`src/rtl/fetch_ctrl_pkg.sv`:
```
// Shared definitions for the instruction-fetch sequencer: reset vector,
// memory geometry, NOP encoding, FSM encoding, the presented-instruction
// payload and the fetch-address range check.
package fetch_ctrl_pkg;

  localparam int unsigned XLEN           = 32;
  localparam logic [31:0] RESET_PC_DEF   = 32'h0000_3000;
  localparam int unsigned IMEM_WORDS_DEF = 4096;
  localparam logic [31:0] NOP_INSTR      = 32'h0000_0000;
  localparam logic [31:0] PC_INC         = 32'd4;

  typedef enum logic {
    ST_REQ  = 1'b0,
    ST_HOLD = 1'b1
  } fetch_state_e;

  // Instruction word plus the address it was fetched from.
  typedef struct packed {
    logic [XLEN-1:0] instr;
    logic [XLEN-1:0] pc;
  } fetch_pkt_t;

  // True when pc is word aligned and inside base .. base+4*words-4.
  function automatic logic pc_in_imem(input logic [XLEN-1:0] pc,
                                      input logic [XLEN-1:0] base,
                                      input int unsigned     words);
    logic [XLEN:0] last;
    last = {1'b0, base} + (33'(words - 1) << 2);
    return (pc[1:0] == 2'b00) && (pc >= base) && ({1'b0, pc} <= last);
  endfunction

endpackage

```
`src/rtl/fetch_ctrl_if.sv`:
```
// Instruction-memory request/response bus.
//   mem_req_o   : request valid (fetch side drives)
//   mem_addr_o  : byte address of the requested word, [1:0]=0
//   mem_ack_i   : response valid, may coincide with mem_req_o
//   mem_rdata_i : instruction word, valid with mem_ack_i
interface fetch_ctrl_if;
  import fetch_ctrl_pkg::*;

  logic            mem_req_o;
  logic [XLEN-1:0] mem_addr_o;
  logic            mem_ack_i;
  logic [XLEN-1:0] mem_rdata_i;

  modport master (
    output mem_req_o,
    output mem_addr_o,
    input  mem_ack_i,
    input  mem_rdata_i
  );

  modport slave (
    input  mem_req_o,
    input  mem_addr_o,
    output mem_ack_i,
    output mem_rdata_i
  );
endinterface

```
`src/rtl/fetch_ctrl.sv`:
```
// Instruction-fetch sequencer for the 5-stage pipeline. Owns the fetch PC,
// fetches over a req/ack bus, presents instructions to F/D, honours stall
// and delay-slot branch/jump redirects.
// Ports:
//   clk, reset             : clock, synchronous active-high reset
//   stall_i                : presented instruction must hold
//   redirect_i/_pc_i       : one-cycle taken-branch/jump pulse and target
//   imem                   : instruction-memory bus (master side)
//   instr_valid_o/instr_o/pc_o : presented instruction and its address
module fetch_ctrl
  import fetch_ctrl_pkg::*;
#(
  parameter logic [XLEN-1:0] RESET_PC   = RESET_PC_DEF,
  parameter int unsigned     IMEM_WORDS = IMEM_WORDS_DEF
) (
  input  logic            clk,
  input  logic            reset,
  input  logic            stall_i,
  input  logic            redirect_i,
  input  logic [XLEN-1:0] redirect_pc_i,
  fetch_ctrl_if.master    imem,
  output logic            instr_valid_o,
  output logic [XLEN-1:0] instr_o,
  output logic [XLEN-1:0] pc_o
);

  fetch_state_e    state_q, state_d;
  logic [XLEN-1:0] fetch_pc_q, fetch_pc_d;
  fetch_pkt_t      out_q, out_d;
  fetch_pkt_t      hold_q, hold_d;
  logic            valid_q, valid_d;
  logic            redir_pending_q, redir_pending_d;
  logic [XLEN-1:0] redir_pc_q, redir_pc_d;

  logic            pc_ok_c;
  logic            ack_c;
  logic [XLEN-1:0] rdata_c;
  logic [XLEN-1:0] succ_pc_c;

  assign pc_ok_c = pc_in_imem(fetch_pc_q, RESET_PC, IMEM_WORDS);

  // Request is a decode of registered state; reset gates it so nothing is
  // requested while reset is held and a fresh request goes out the first
  // cycle reset is low.
  assign imem.mem_req_o  = !reset && (state_q == ST_REQ) && pc_ok_c;
  assign imem.mem_addr_o = fetch_pc_q;

  assign instr_valid_o = valid_q;
  assign instr_o       = out_q.instr;
  assign pc_o          = out_q.pc;

  // Next-state and datapath decode.
  always_comb begin
    state_d         = state_q;
    fetch_pc_d      = fetch_pc_q;
    out_d           = out_q;
    hold_d          = hold_q;
    valid_d         = valid_q;
    redir_pending_d = redir_pending_q;
    redir_pc_d      = redir_pc_q;

    // An unfetchable PC completes at once with a NOP so the PC keeps moving.
    ack_c   = (state_q == ST_REQ) && (!pc_ok_c || imem.mem_ack_i);
    rdata_c = pc_ok_c ? imem.mem_rdata_i : NOP_INSTR;

    if (redirect_i) begin
      succ_pc_c = redirect_pc_i;
    end else if (redir_pending_q) begin
      succ_pc_c = redir_pc_q;
    end else begin
      succ_pc_c = fetch_pc_q + PC_INC;
    end

    // A redirect with no successor computed this cycle is parked until the
    // next completed fetch; a later redirect overwrites it.
    if (redirect_i && !ack_c) begin
      redir_pending_d = 1'b1;
      redir_pc_d      = redirect_pc_i;
    end

    unique case (state_q)
      ST_REQ: begin
        if (ack_c) begin
          fetch_pc_d      = succ_pc_c;
          redir_pending_d = 1'b0;
          if (stall_i) begin
            hold_d  = '{instr: rdata_c, pc: fetch_pc_q};
            state_d = ST_HOLD;
          end else begin
            out_d   = '{instr: rdata_c, pc: fetch_pc_q};
            valid_d = 1'b1;
          end
        end else if (!stall_i) begin
          valid_d = 1'b0;
        end
      end
      ST_HOLD: begin
        if (!stall_i) begin
          out_d   = hold_q;
          valid_d = 1'b1;
          state_d = ST_REQ;
        end
      end
      default: state_d = ST_REQ;
    endcase
  end

  // State and datapath registers.
  always_ff @(posedge clk) begin
    if (reset) begin
      state_q         <= ST_REQ;
      fetch_pc_q      <= RESET_PC;
      out_q           <= '{instr: NOP_INSTR, pc: RESET_PC};
      hold_q          <= '{instr: NOP_INSTR, pc: RESET_PC};
      valid_q         <= 1'b0;
      redir_pending_q <= 1'b0;
      redir_pc_q      <= RESET_PC;
    end else begin
      state_q         <= state_d;
      fetch_pc_q      <= fetch_pc_d;
      out_q           <= out_d;
      hold_q          <= hold_d;
      valid_q         <= valid_d;
      redir_pending_q <= redir_pending_d;
      redir_pc_q      <= redir_pc_d;
    end
  end

endmodule

```
`src/flat_wrapper.sv`:
```
// flat-port wrapper written by rule: the top's interface ports become plain ports
module fetch_ctrl_flat import fetch_ctrl_pkg::*;
#(
  parameter logic [XLEN-1:0] RESET_PC   = RESET_PC_DEF,
  parameter int unsigned     IMEM_WORDS = IMEM_WORDS_DEF
)
  (clk, reset, stall_i, redirect_i, redirect_pc_i, instr_valid_o, instr_o, pc_o, imem_mem_req_o, imem_mem_addr_o, imem_mem_ack_i, imem_mem_rdata_i);
  fetch_ctrl_if imem_i ();
  input  logic clk;
  input  logic reset;
  input  logic stall_i;
  input  logic redirect_i;
  input  logic [XLEN-1:0] redirect_pc_i;
  output logic instr_valid_o;
  output logic [XLEN-1:0] instr_o;
  output logic [XLEN-1:0] pc_o;
  output wire logic [$bits(imem_i.mem_req_o)-1:0] imem_mem_req_o;
  output wire logic [$bits(imem_i.mem_addr_o)-1:0] imem_mem_addr_o;
  input wire logic [$bits(imem_i.mem_ack_i)-1:0] imem_mem_ack_i;
  input wire logic [$bits(imem_i.mem_rdata_i)-1:0] imem_mem_rdata_i;
  assign imem_mem_req_o = imem_i.mem_req_o;
  assign imem_mem_addr_o = imem_i.mem_addr_o;
  assign imem_i.mem_ack_i = imem_mem_ack_i;
  assign imem_i.mem_rdata_i = imem_mem_rdata_i;
  fetch_ctrl #(.RESET_PC(RESET_PC), .IMEM_WORDS(IMEM_WORDS)) u_core (.clk(clk), .reset(reset), .stall_i(stall_i), .redirect_i(redirect_i), .redirect_pc_i(redirect_pc_i), .imem(imem_i), .instr_valid_o(instr_valid_o), .instr_o(instr_o), .pc_o(pc_o));
endmodule
```
`config.mk`:
```
export PLATFORM = sky130hd
export DESIGN_NAME = fetch_ctrl_flat
export DESIGN_NICKNAME = d
export VERILOG_FILES = /design/src/rtl/fetch_ctrl_pkg.sv /design/src/rtl/fetch_ctrl_if.sv /design/src/rtl/fetch_ctrl.sv /design/src/flat_wrapper.sv
export SDC_FILE = /design/constraint.sdc
export NUM_CORES = 1
export LEC_CHECK = 0
export ABC_AREA = 0
export CAP_MARGIN = 10
export CORE_ASPECT_RATIO = 1.1
export CORE_UTILIZATION = 57
export DETAILED_ROUTE_END_ITERATION = 12
export HOLD_SLACK_MARGIN = 0.08
export PLACE_DENSITY_LB_ADDON = 0.1
export SLEW_MARGIN = 20
export SYNTH_ARGS = -nofsm -noshare
export SYNTH_HDL_FRONTEND = slang
export SYNTH_SLANG_ARGS = --single-unit
```
`constraint.sdc`:
```
create_clock -name clk -period 5.9 [get_ports clk]
set_input_delay 0.885 -clock clk [delete_from_list [all_inputs] [get_ports clk]]
set_output_delay 0.885 -clock clk [all_outputs]
set_load 0.01 [all_outputs]
```
==> impl_metrics.json, run 1 <==
{
  "die_area_um2": 16300,
  "p_leak_nw": 3.83,
  "critical_path.max_fanout": 49,
  "yosysWarnings": 0,
  "synth_largest_area_cell": "dfxtp_1",
  "vias": 8511,
  "die_h_um": 134,
  "syn-num-nets": 1187,
  "ys_seq_area_share_pct": 43.3,
  "synth_cells": 1116,
  "synth-edff-count": 0,
  "hold_ws_ns": 0.450,
  "cp_data_required_time_ns": 5.02,
  "grt_pass1_vias": 7481,
  "worstMarginPinSlew_ns": 1.02,
  "cp_data_arrival_time_ns": 3.26,
  "grt_max_degree": 98,
  "cts_buffers": 17,
  "final_util_pct": 73.7,
  "port_buffers": 166,
  "cts_tree": "yes",
  "cp_slowest_cell": "clkdlybuf4s50_1",
  "cts_num_sinks": 195,
  "power.density_nw_per_um2": 272,
  "top_usage_layer": "met2",
  "post-cts-setup-buffers": 0,
  "yosys_register_bits": 195,
  "gr-usage-met1_pct": 41.7,
  "viasPerCell": 6.03,
  "syn_to_final_growth_pct": 24.4,
  "clock_skew_ns": 0.0131,
  "post-dp-hpwl_um": 15400,
  "drtIter0Drc": 823,
  "nets": 1274,
  "rsz0062_at_grt": "false",
  "finalPower_mw": 3.05,
  "yosysTopAreaCellShare_pct": 43.3,
  "async_flop_share_pct": 0,
  "wire_per_inst_um": 16.9,
  "place_congestion": 0.885,
  "worst_setup_path_start_kind": "flop",
  "fin_crit_ns": 4.15,
  "first_pass_iters": 5,
  "status": "finished, final reports clean",
  "timing.fmax_ghz": 0.241,
  "antenna_found_initial": 0,
  "relSlewSlack_pct": 31.4,
  "synth_most_common_cell": "dfxtp_1",
  "fin_crit_sh_pct": 70.3,
  "syn_area_per_cell_um2": 8.08,
  "use_met3_pct": 5.53,
  "drv_cap": 0,
  "met2_usage_pct": 45.1,
  "cts.root.buffer_cell": "clkbuf_16",
  "ir_drop_mv": 0.194,
  "dieWidth_um": 122,
  "antenna_left": 0,
  "synth_area_leaders": "dfxtp_1 (43%), a21oi_1 (6.5%), nand2_1 (6.3%)",
  "setup_viol": 0,
  "post_route_cells_drive_above_1_share_pct": 6.00,
  "wl_um": 23900,
  "path_clk_slew_ns": 0.07,
  "synth_area_um2": 9020,
  "htreeDepth": 4,
  "finalSetupTns_ns": 0,
  "endpoint_kind": "primary output",
  "ys_top_cells_by_count": "dfxtp_1 (195), nand2_1 (152), a21oi_1 (117), nor2_1 (91), nand3_1 (80)",
  "cts_resized": 0,
  "crit_type": "reg2out",
  "crit_buf_inv": 2,
  "drc": 0,
  "dp.cells": 1380,
  "start_util_pct": 59.2,
  "slowest_delay_ns": 0.56,
  "clk_path_buf_depth": 2,
  "crit_path_cell_trace": "nor4_2 > o211ai_2 > nor2_4 > buf_4 > nand2_1 > nor2_1 > clkdlybuf4s50_1",
  "hp-class": "reg2reg",
  "synthFlopType": "dfxtp_1",
  "grt_use_total_pct": 29.4,
  "finalHoldViolations": 0,
  "io_pins": 167,
  "crit_family": "simple AND/OR/NAND/NOR gates",
  "core-area_um2": 15200,
  "num_rows": 47,
  "fin_cells": 1412,
  "clk_latency_ns": 0.43,
  "ctsHoldBuffers": 0,
  "antenna_cells": 0,
  "synth_cell_type_count": 59,
  "gr-total-overflow": 0,
  "slew_violations": 0,
  "grt_first_pass_wirelength_um": 38500
}
==> per-stage QoR <==
step | instance area (um^2) | worst slack [ns]
floorplan | 9020 | 3.22
global placement | 10700 | 2.33
detailed placement | 10700 | 2.24
CTS | 11200 | 1.78
global route | 11200 | 1.54
finish | 11200 | 1.75
==> where the power goes <==
part	switching (mW)	leakage, nW	internal [mW]
clock network	0.499	0.284	0.618
registers	0.0761	1.60	1.38
logic	0.257	1.95	0.219
==> cell usage in the layout, fill, tap and decap left out, drive strengths merged, types with 4 or more instances in the layout <==
master and count:
nor2 91, a211o 6, nand3 81, o211ai 16, nand2b 7, o221ai 5, xor2 6, nand4 13
o21a 5, clkinv 8, o41ai 4, dfxtp 195, a31oi 31, a311oi 8, a211oi 61, clkbuf 21
inv 19, a221oi 12, mux2i 36, xnor2 5, nor4 14, nor3 19, nand2 152, buf 19
o21ai 49, a21oi 117, and4 8, o31ai 11, clkdlybuf4s50 164
==> final timing paths <==
path / cells past startpoint / startpoint / slack [ns] / endpoint
worst max-delay path: 7 / u_core.imem.mem_addr_o[15] / 1.75 / imem_mem_req_o
worst min-delay path: 2 / u_core.hold_q[37] / 0.45 / u_core.instr_o[5]
worst max register to register: 6 / u_core.imem.mem_addr_o[14] / 3.00 / u_core.hold_q[47]
worst min register to register: 2 / u_core.hold_q[37] / 0.45 / u_core.instr_o[5]
==> cell type report <==
type                    count  area (um^2)
multi-input cells         788         4650
fillers                  1215         4010
flip-flops and latches    195         3910
repair buffers            183         1790
clock buffers              21          470
well taps                 196          245
clock inverters            11          101
inverters                  18         67.6
==> flip-flops by register name, summed over array words and instances, names as in the netlist <==
signal                  flops
u_core.redir_pc_q          32
u_core.instr_o             32
u_core.instr_valid_o        1
u_core.imem.mem_addr_o     32
u_core.redir_pending_q      1
u_core.pc_o                32
u_core.state_q              1
u_core.hold_q              64
==> cells by family after synthesis <==
| family | count (synthesis) | share of synthesized area, % |
|---|---|---|
| compound gates | 341 | 24.9 |
| xor+xnor | 11 | 1.07 |
| fa+ha+maj | 2 | 0.277 |
| buf+inv | 133 | 6.00 |
| flops | 195 | 43.3 |
| mux | 36 | 3.99 |
| simple gates | 398 | 20.5 |
==> layer usage <==
layer | part of all wire (%) | up-vias
met5 | 0 | -
met4 | 1.4 | 0
met3 | 6.8 | 28
met2 | 47 | 324
met1 | 45 | 3952
li1 | - | 4207
==> tightest hold or removal path, stage by stage (launching register included) <==
cell,delay [ns]
dfxtp_1,0.31
nand2_1,0.05
a211oi_1,0.05
Note: power is estimated with default switching activity, not from simulation.
==> inputs of run 2 (changes only) <==
- CORE_UTILIZATION: 57 -> 48
- clock period: 5.9 -> 3.8 ns (I/O delays scaled with it)
==> impl_metrics.json, run 2 (synthesis gave the netlist of run 1 again) <==
{
  "drc": 0,
  "crit_end": "imem_mem_req_o",
  "clock_skew_ns": 0.00895,
  "num_rows": 52,
  "cts_resized": 0,
  "viasPerCell": 5.78,
  "worstMarginPinSlew_ns": 0.892,
  "nets": 1282,
  "vias": 8483,
  "die_area_um2": 19300,
  "grt_use_total_pct": 26.0,
  "cts_buffers": 17,
  "drv_cap": 0,
  "rr_endpoint": "u_core.imem.mem_addr_o[30]",
  "cts_tree": "yes",
  "critical_path.max_fanout": 9,
  "first_pass_iters": 5,
  "clk_path_buf_depth": 2,
  "clk_latency_ns": 0.44,
  "start_util_pct": 49.0,
  "antenna_found_initial": 0,
  "setup_slack_ns": 0.522,
  "htreeDepth": 4,
  "cp_data_required_time_ns": 3.23,
  "rsz0062_at_grt": "false",
  "cp-startpoint": "u_core.imem.mem_addr_o[15]",
  "relSlewSlack_pct": 40.0,
  "post-dp-hpwl_um": 15500,
  "core-area_um2": 18400,
  "die_h_um": 146,
  "drtIter0Drc": 617,
  "crit_type": "reg2out",
  "antenna_left": 0,
  "slew_violations": 0,
  "finalSetupTns_ns": 0,
  "dieWidth_um": 133,
  "post_route_cells_drive_above_1_share_pct": 6.78,
  "ir_drop_mv": 0.368,
  "cts.root.buffer_cell": "clkbuf_16",
  "cp_slowest_cell": "clkdlybuf4s50_1",
  "cp_data_arrival_time_ns": 2.71,
  "hold_ws_ns": 0.454,
  "power.density_nw_per_um2": 426,
  "post-cts-setup-buffers": 0,
  "fin_crit_ns": 3.28,
  "place_congestion": 0.870,
  "worst_setup_path_start_kind": "flop",
  "wire_per_inst_um": 16.9,
  "grt_first_pass_wirelength_um": 40900,
  "path_depth": 6,
  "pre_cts_ws_ns": 0.962,
  "cts_num_sinks": 195,
  "grt_pass1_vias": 7656,
  "p_leak_nw": 3.88,
  "endpoint_kind": "primary output",
  "fin_crit_sh_pct": 86.3,
  "timing.fmax_ghz": 0.305,
  "setup_viol": 0,
  "grt_max_degree": 182,
  "finalHoldViolations": 0,
  "wl_um": 24800,
  "antenna_cells": 0,
  "r2r_setup_slack_ns": 1.17,
  "largest_reg_flops": 64,
  "crit_path_cell_trace": "nor4_2 > o211ai_2 > nor2_4 > nand2_1 > nor2_1 > clkdlybuf4s50_1",
  "syn_to_final_growth_pct": 26.3,
  "io_pins": 167,
  "crit_family": "simple AND/OR/NAND/NOR gates",
  "worst_r2r_path_depth": 6,
  "r2r_start": "u_core.imem.mem_addr_o[3]",
  "largest_register": "u_core.hold_q",
  "n_fill_cell": 1661,
  "path_clk_slew_ns": 0.07,
  "status": "finished, final reports clean",
  "crit_buf_inv": 1,
  "port_buffers": 166,
  "hp-class": "reg2reg",
  "ctsHoldBuffers": 0,
  "final_common_cell": "dfxtp_1",
  "final_cell_mix": "dfxtp_1 (194), clkdlybuf4s50_1 (164), nand2_1 (152)",
  "gr-total-overflow": 0,
  "slowest_delay_ns": 0.55
}
==> run 2: cell types whose count changed in the layout (fill, tap and decap cells not counted), moves of 2 or more <==
cell,change
clkbuf_8,-3
inv_8,+3
clkinv_2,-3
clkinvlp_4,+2
buf_12,+2
buf_4,+6
==> run 2: final cells by class <==
class                           instances  area, um^2  area share, %
Sequential cell                       195        3910           34.3
Clock inverter                         15         174           1.53
Clock buffer                           17         425           3.73
Tap cell                              243         304           2.67
Inverter                               18        67.6          0.593
Multi-Input combinational cell        788        4650           40.8
Timing Repair Buffer                  191        1870           16.4
==> run 2: worst min-delay path: stages, from the launching register on <==
cell and delay, ns:
dfxtp_1 0.31, nand2_1 0.05, a21oi_1 0.05
==> run 2: layer usage <==
| metal | global-route usage [%] | share of wire, % | up-vias |
|---|---|---|---|
| met5 | 0 | 0 | - |
| met4 | 7.82 | 1.5 | 0 |
| met3 | 4.98 | 6.2 | 26 |
| met2 | 40.0 | 46 | 273 |
| met1 | 36.7 | 46 | 3956 |
| li1 | - | - | 4228 |
==> run 2: how the worst min path moves through the flow <==
stage	from	end	slack, ns	cells after the start
after floorplan	u_core.hold_q[0]	u_core.hold_q[0]	0.44	2
after global placement	u_core.hold_q[7]	u_core.hold_q[7]	0.44	2
after detailed placement	u_core.hold_q[11]	u_core.hold_q[11]	0.45	2
after CTS	u_core.hold_q[37]	u_core.instr_o[5]	0.45	2
after global routing	u_core.hold_q[48]	u_core.hold_q[48]	0.47	2
final	u_core.hold_q[19]	u_core.hold_q[19]	0.45	2
==> run 2: stage by stage <==
step / instances / instance area [um^2] / utilization, % / power, mW
finish: 1467 / 11400 / 61.9 / 4.85
global route: 1467 / 11400 / 61.9 / 5.06
CTS: 1467 / 11400 / 61.9 / 4.89
detailed placement: 1435 / 10800 / 58.6 / 3.07
global placement: 1435 / 10800 / 58.6 / 3.06
floorplan: 1116 / 9020 / - / 2.70
==> run 2: power by group <==
| group | internal (mW) | switching, mW |
|---|---|---|
| clock | 0.991 | 0.841 |
| combinational | 0.352 | 0.414 |
| sequential | 2.14 | 0.109 |
| total | 3.49 | 1.36 |
==> inputs of run 3 (changes only) <==
==> constraint.sdc (replaced) <==
create_clock -name clk -period 3.8 [get_ports clk]
set_input_delay 0.76 -clock clk [delete_from_list [all_inputs] [get_ports clk]]
set_output_delay 0.76 -clock clk [all_outputs]
set_load 0.01 [all_outputs]
==> impl_metrics.json, run 3 (synthesis gave the netlist of run 1 again) <==
{
  "place_congestion": 0.866,
  "relSlewSlack_pct": 26.3,
  "cp_data_required_time_ns": 3.04,
  "antenna_cells": 0,
  "final_cell_mix": "dfxtp_1 (194), clkdlybuf4s50_1 (164), nand2_1 (152)",
  "drv_cap": 0,
  "htreeDepth": 4,
  "ctsHoldBuffers": 0,
  "finalPower_mw": 4.95,
  "wl_um": 25300,
  "antenna_found_initial": 0,
  "dieWidth_um": 133,
  "first_pass_iters": 5,
  "die_h_um": 146,
  "vias": 8580,
  "syn_to_final_growth_pct": 27.3,
  "multi_input_area_um2": 4650,
  "cts_num_sinks": 195,
  "io_pins": 167,
  "timing.fmax_ghz": 0.284,
  "clk_latency_ns": 0.43,
  "rsz0062_at_grt": "false",
  "path_clk_slew_ns": 0.07,
  "core-area_um2": 18400,
  "cts_resized": 0,
  "drtIter0Drc": 588,
  "post-cts-setup-buffers": 0,
  "power.density_nw_per_um2": 431,
  "nets": 1290,
  "num_rows": 52,
  "grt_first_pass_wirelength_um": 41200,
  "largest_register": "u_core.hold_q",
  "crit_type": "reg2out",
  "grt_max_degree": 94,
  "status": "finished, final reports clean",
  "critical_path.max_fanout": 10,
  "dpl_cell_area_um2": 10900,
  "largest_reg_flops": 64,
  "cp_data_arrival_time_ns": 2.76,
  "p_leak_nw": 3.94,
  "antenna_left": 0,
  "grt_pass1_vias": 7845,
  "fin_crit_ns": 3.52,
  "worstMarginPinSlew_ns": 1.10,
  "regArea_um2": 3910,
  "die_area_um2": 19300,
  "post-dp-hpwl_um": 16200,
  "clock_skew_ns": 0.0100,
  "cts.root.buffer_cell": "clkbuf_16",
  "viasPerCell": 5.82,
  "final_common_cell": "dfxtp_1",
  "fin_area_um2": 11500,
  "setup_viol": 0,
  "start_util_pct": 49.0,
  "drc": 0,
  "grt_use_total_pct": 26.3,
  "post_route_cells_drive_above_1_share_pct": 7.31,
  "hp-class": "reg2reg",
  "fin_crit_sh_pct": 92.7,
  "cts_buffers": 17,
  "final_util_pct": 62.4,
  "port_buffers": 166,
  "ir_drop_mv": 0.326,
  "n_fill_cell": 1672,
  "worst_setup_path_start_kind": "flop",
  "finalSetupTns_ns": 0,
  "wire_per_inst_um": 17.2,
  "clk_path_buf_depth": 2,
  "cts_tree": "yes",
  "finalHoldViolations": 0,
  "gr-total-overflow": 0,
  "endpoint_kind": "primary output",
  "slew_violations": 0
}
-- run 3: cell types whose count changed in the layout (fill, tap and decap cells not counted) --
cell        delta
inv_8          -3
inv_6          +2
clkinvlp_4     -1
buf_4          +8
clkinv_4       -2
bufinv_16      +2
clkinv_2       +2
nor3_1         +1
nor3_2         -1
-- run 3: power by group --
part           internal [mW]  total [mW]  switching [mW]
clock network           1.11        1.92           0.809
logic                  0.357       0.779           0.422
registers               2.15        2.25           0.109
-- run 3: area by class of cell --
| cell class | count | share of cell area [%] |
|---|---|---|
| clock inverters | 15 | 1.77 |
| flip-flops and latches | 195 | 34.0 |
| inverters | 18 | 0.588 |
| clock buffers | 17 | 3.70 |
| well taps | 243 | 2.65 |
| multi-input cells | 788 | 40.5 |
| repair buffers | 199 | 16.8 |
-- run 3: path summary, 6_finish.rpt --
check,slack [ns],end,startpoint,cells after the start
worst max-delay path,0.28,imem_mem_req_o,u_core.imem.mem_addr_o[14],6
worst min-delay path,0.45,u_core.hold_q[28],u_core.hold_q[28],2
worst max register to register,1.05,u_core.imem.mem_addr_o[26],u_core.imem.mem_addr_o[2],6
worst min register to register,0.45,u_core.hold_q[28],u_core.hold_q[28],2
-- run 3: routing by layer --
| layer | vias to the layer above | wire, um | global-route usage (%) |
|---|---|---|---|
| met4 | 0 | 500 | 9.31 |
| met1 | 4010 | 11800 | 36.7 |
| met5 | - | 0 | 0 |
| li1 | 4246 | - | - |
| met3 | 38 | 1350 | 4.35 |
| met2 | 286 | 11700 | 40.8 |
-- run 3: critical path, cell delays in order (launching register included) --
cell             delay, ns
dfxtp_1               0.53
a21boi_1              0.30
o211ai_2              0.30
nor2_4                0.17
nand2_1               0.23
nor2_1                0.23
clkdlybuf4s50_1       0.57
-- run 3: through the flow --
stage	std cells	hold slack [ns]	setup WS, ns
floorplan	1116	0.436	1.25
global placement	1443	0.441	0.711
detailed placement	1443	0.446	0.646
CTS	1475	0.456	0.292
global route	1475	0.471	0.139
finish	1475	0.454	0.279
==> variant: new RTL, config.mk and constraints of run 1 <==
The package constant `XLEN` goes from 32 to 64.
--- a/src/rtl/fetch_ctrl_pkg.sv
+++ b/src/rtl/fetch_ctrl_pkg.sv
@@ -5,3 +5,3 @@
 
-  localparam int unsigned XLEN           = 32;
+  localparam int unsigned XLEN           = 64;
   localparam logic [31:0] RESET_PC_DEF   = 32'h0000_3000;
Interface: changed (5 resized); port bits go from 167 to 327. The function was not compared with the original's and may differ.
==> variant against run 1 <==
- critical path depth decreased by 2
- routed wire length is 140% higher
- total power is 100% higher
- synthesized area rose by 98%
- sequential power is 97% higher
- worst setup slack worse by 0.015 ns
- largest power group unchanged
- sequential cell count grew 192
- cell area rose by 99%
==> variant: results (changes against run 1) <==
metric;value;unit;change
status;completed;;
clock latency at the later pin of the worst-skew pair;0.54;ns;+0.11 ns
detailed placement HPWL;35500;µm;+130%
Total Routing Usage GR;33.9;%;+4.5 points
final cell count without fillers;2850;;+100%
Slowest cell on crit path;or4_4;;
htree depth;2;;-2
Max Root-Sink Buffers;3;;+1
Crit path arrival time;3.28;ns;+0.02 ns
Crit Path Max Fanout;9;;-82%
Synth Net Count;2382;;+100%
share of layout cells above drive strength 1;4.69;%;-1.3 points
Inserted Clock Buffers;41;;+24
PortBufs;326;;+96%
vias in the first global route;16300;;+120%
largest net degree at the start of global routing;120;;+22%
DR vias;17800;;+110%
IR drop worst, VDD;0.216;mV;+11%
Seq/Total Area, Yosys;43.5;%;+0.20 points
Largest register FFs;128;;+100%
gpl congestion;0.897;;+1.4%
P_leak;8.44;nW;+120%
Placed Area;21000;µm²;+97%
Worst R2R Path Depth;7;;+1
met3 GRT Util;6.31;%;+0.78 points
CP max stage delay;0.65;ns;+0.09 ns
Netlist cell types;69;;+17%
Max Clock Skew;0.0174;ns;+0.00434 ns
placed cell count;2775;;+100%
Min-Delay Startpoint;u_core.hold_q[110];;
Final nets;2539;;+99%
initial antenna violation count;5;;+5
met2 Usage GRT;55.0;%;+10 points
## variant: final cells by class
cell class / instances / area, µm²
fill: 2379 / 8300
multi-input combinational: 1602 / 9090
sequential: 387 / 7750
tap: 414 / 518
inverter: 16 / 61.3
timing repair buffer: 356 / 3550
antenna: 4 / 10.0
clock buffer: 67 / 1290
clock inverter: 4 / 23.8
## variant: report_power, final
part / switching [mW] / internal, mW / total [mW]
Sequential: 0.153 / 2.73 / 2.88
Combinational: 0.435 / 0.378 / 0.814
Clock: 1.03 / 1.48 / 2.52
Total: 1.62 / 4.59 / 6.21
## variant: layer usage
| metal | wire length [µm] | up-vias |
|---|---|---|
| met5 | 13 | - |
| met4 | 2190 | 2 |
| met3 | 5020 | 146 |
| met2 | 26700 | 883 |
| met1 | 22400 | 8475 |
| li1 | - | 8320 |
## variant: worst paths after layout
check	endpoint	slack (ns)
worst max register to register	u_core.imem.mem_addr_o[45]	2.32
worst max-delay path	imem_mem_req_o	1.74
worst min register to register	u_core.hold_q[110]	0.45
worst min-delay path	u_core.hold_q[110]	0.45
## variant: tightest hold or removal path, cell delays in order, from the launching register on
cell and delay (ns):
dfxtp_1 0.31, nand2_1 0.05, a21oi_1 0.05
## variant: cell families after synthesis
kind of cell               synth area share, %
buffers and inverters                     5.82
DFF                                       43.5
xor gates and xnor gates                 0.590
and+or+nand+nor                           23.8
AOI/OAI and AO/OA                         20.2
muxes                                     5.95
adders and majority gates                0.140
## variant: stage by stage
stage	worst slack (ns)	hold WS, ns
after floorplan	3.24	0.432
after global placement	1.56	0.438
after detailed placement	2.25	0.444
after CTS	1.78	0.453
after global routing	1.64	0.469
final	1.74	0.450
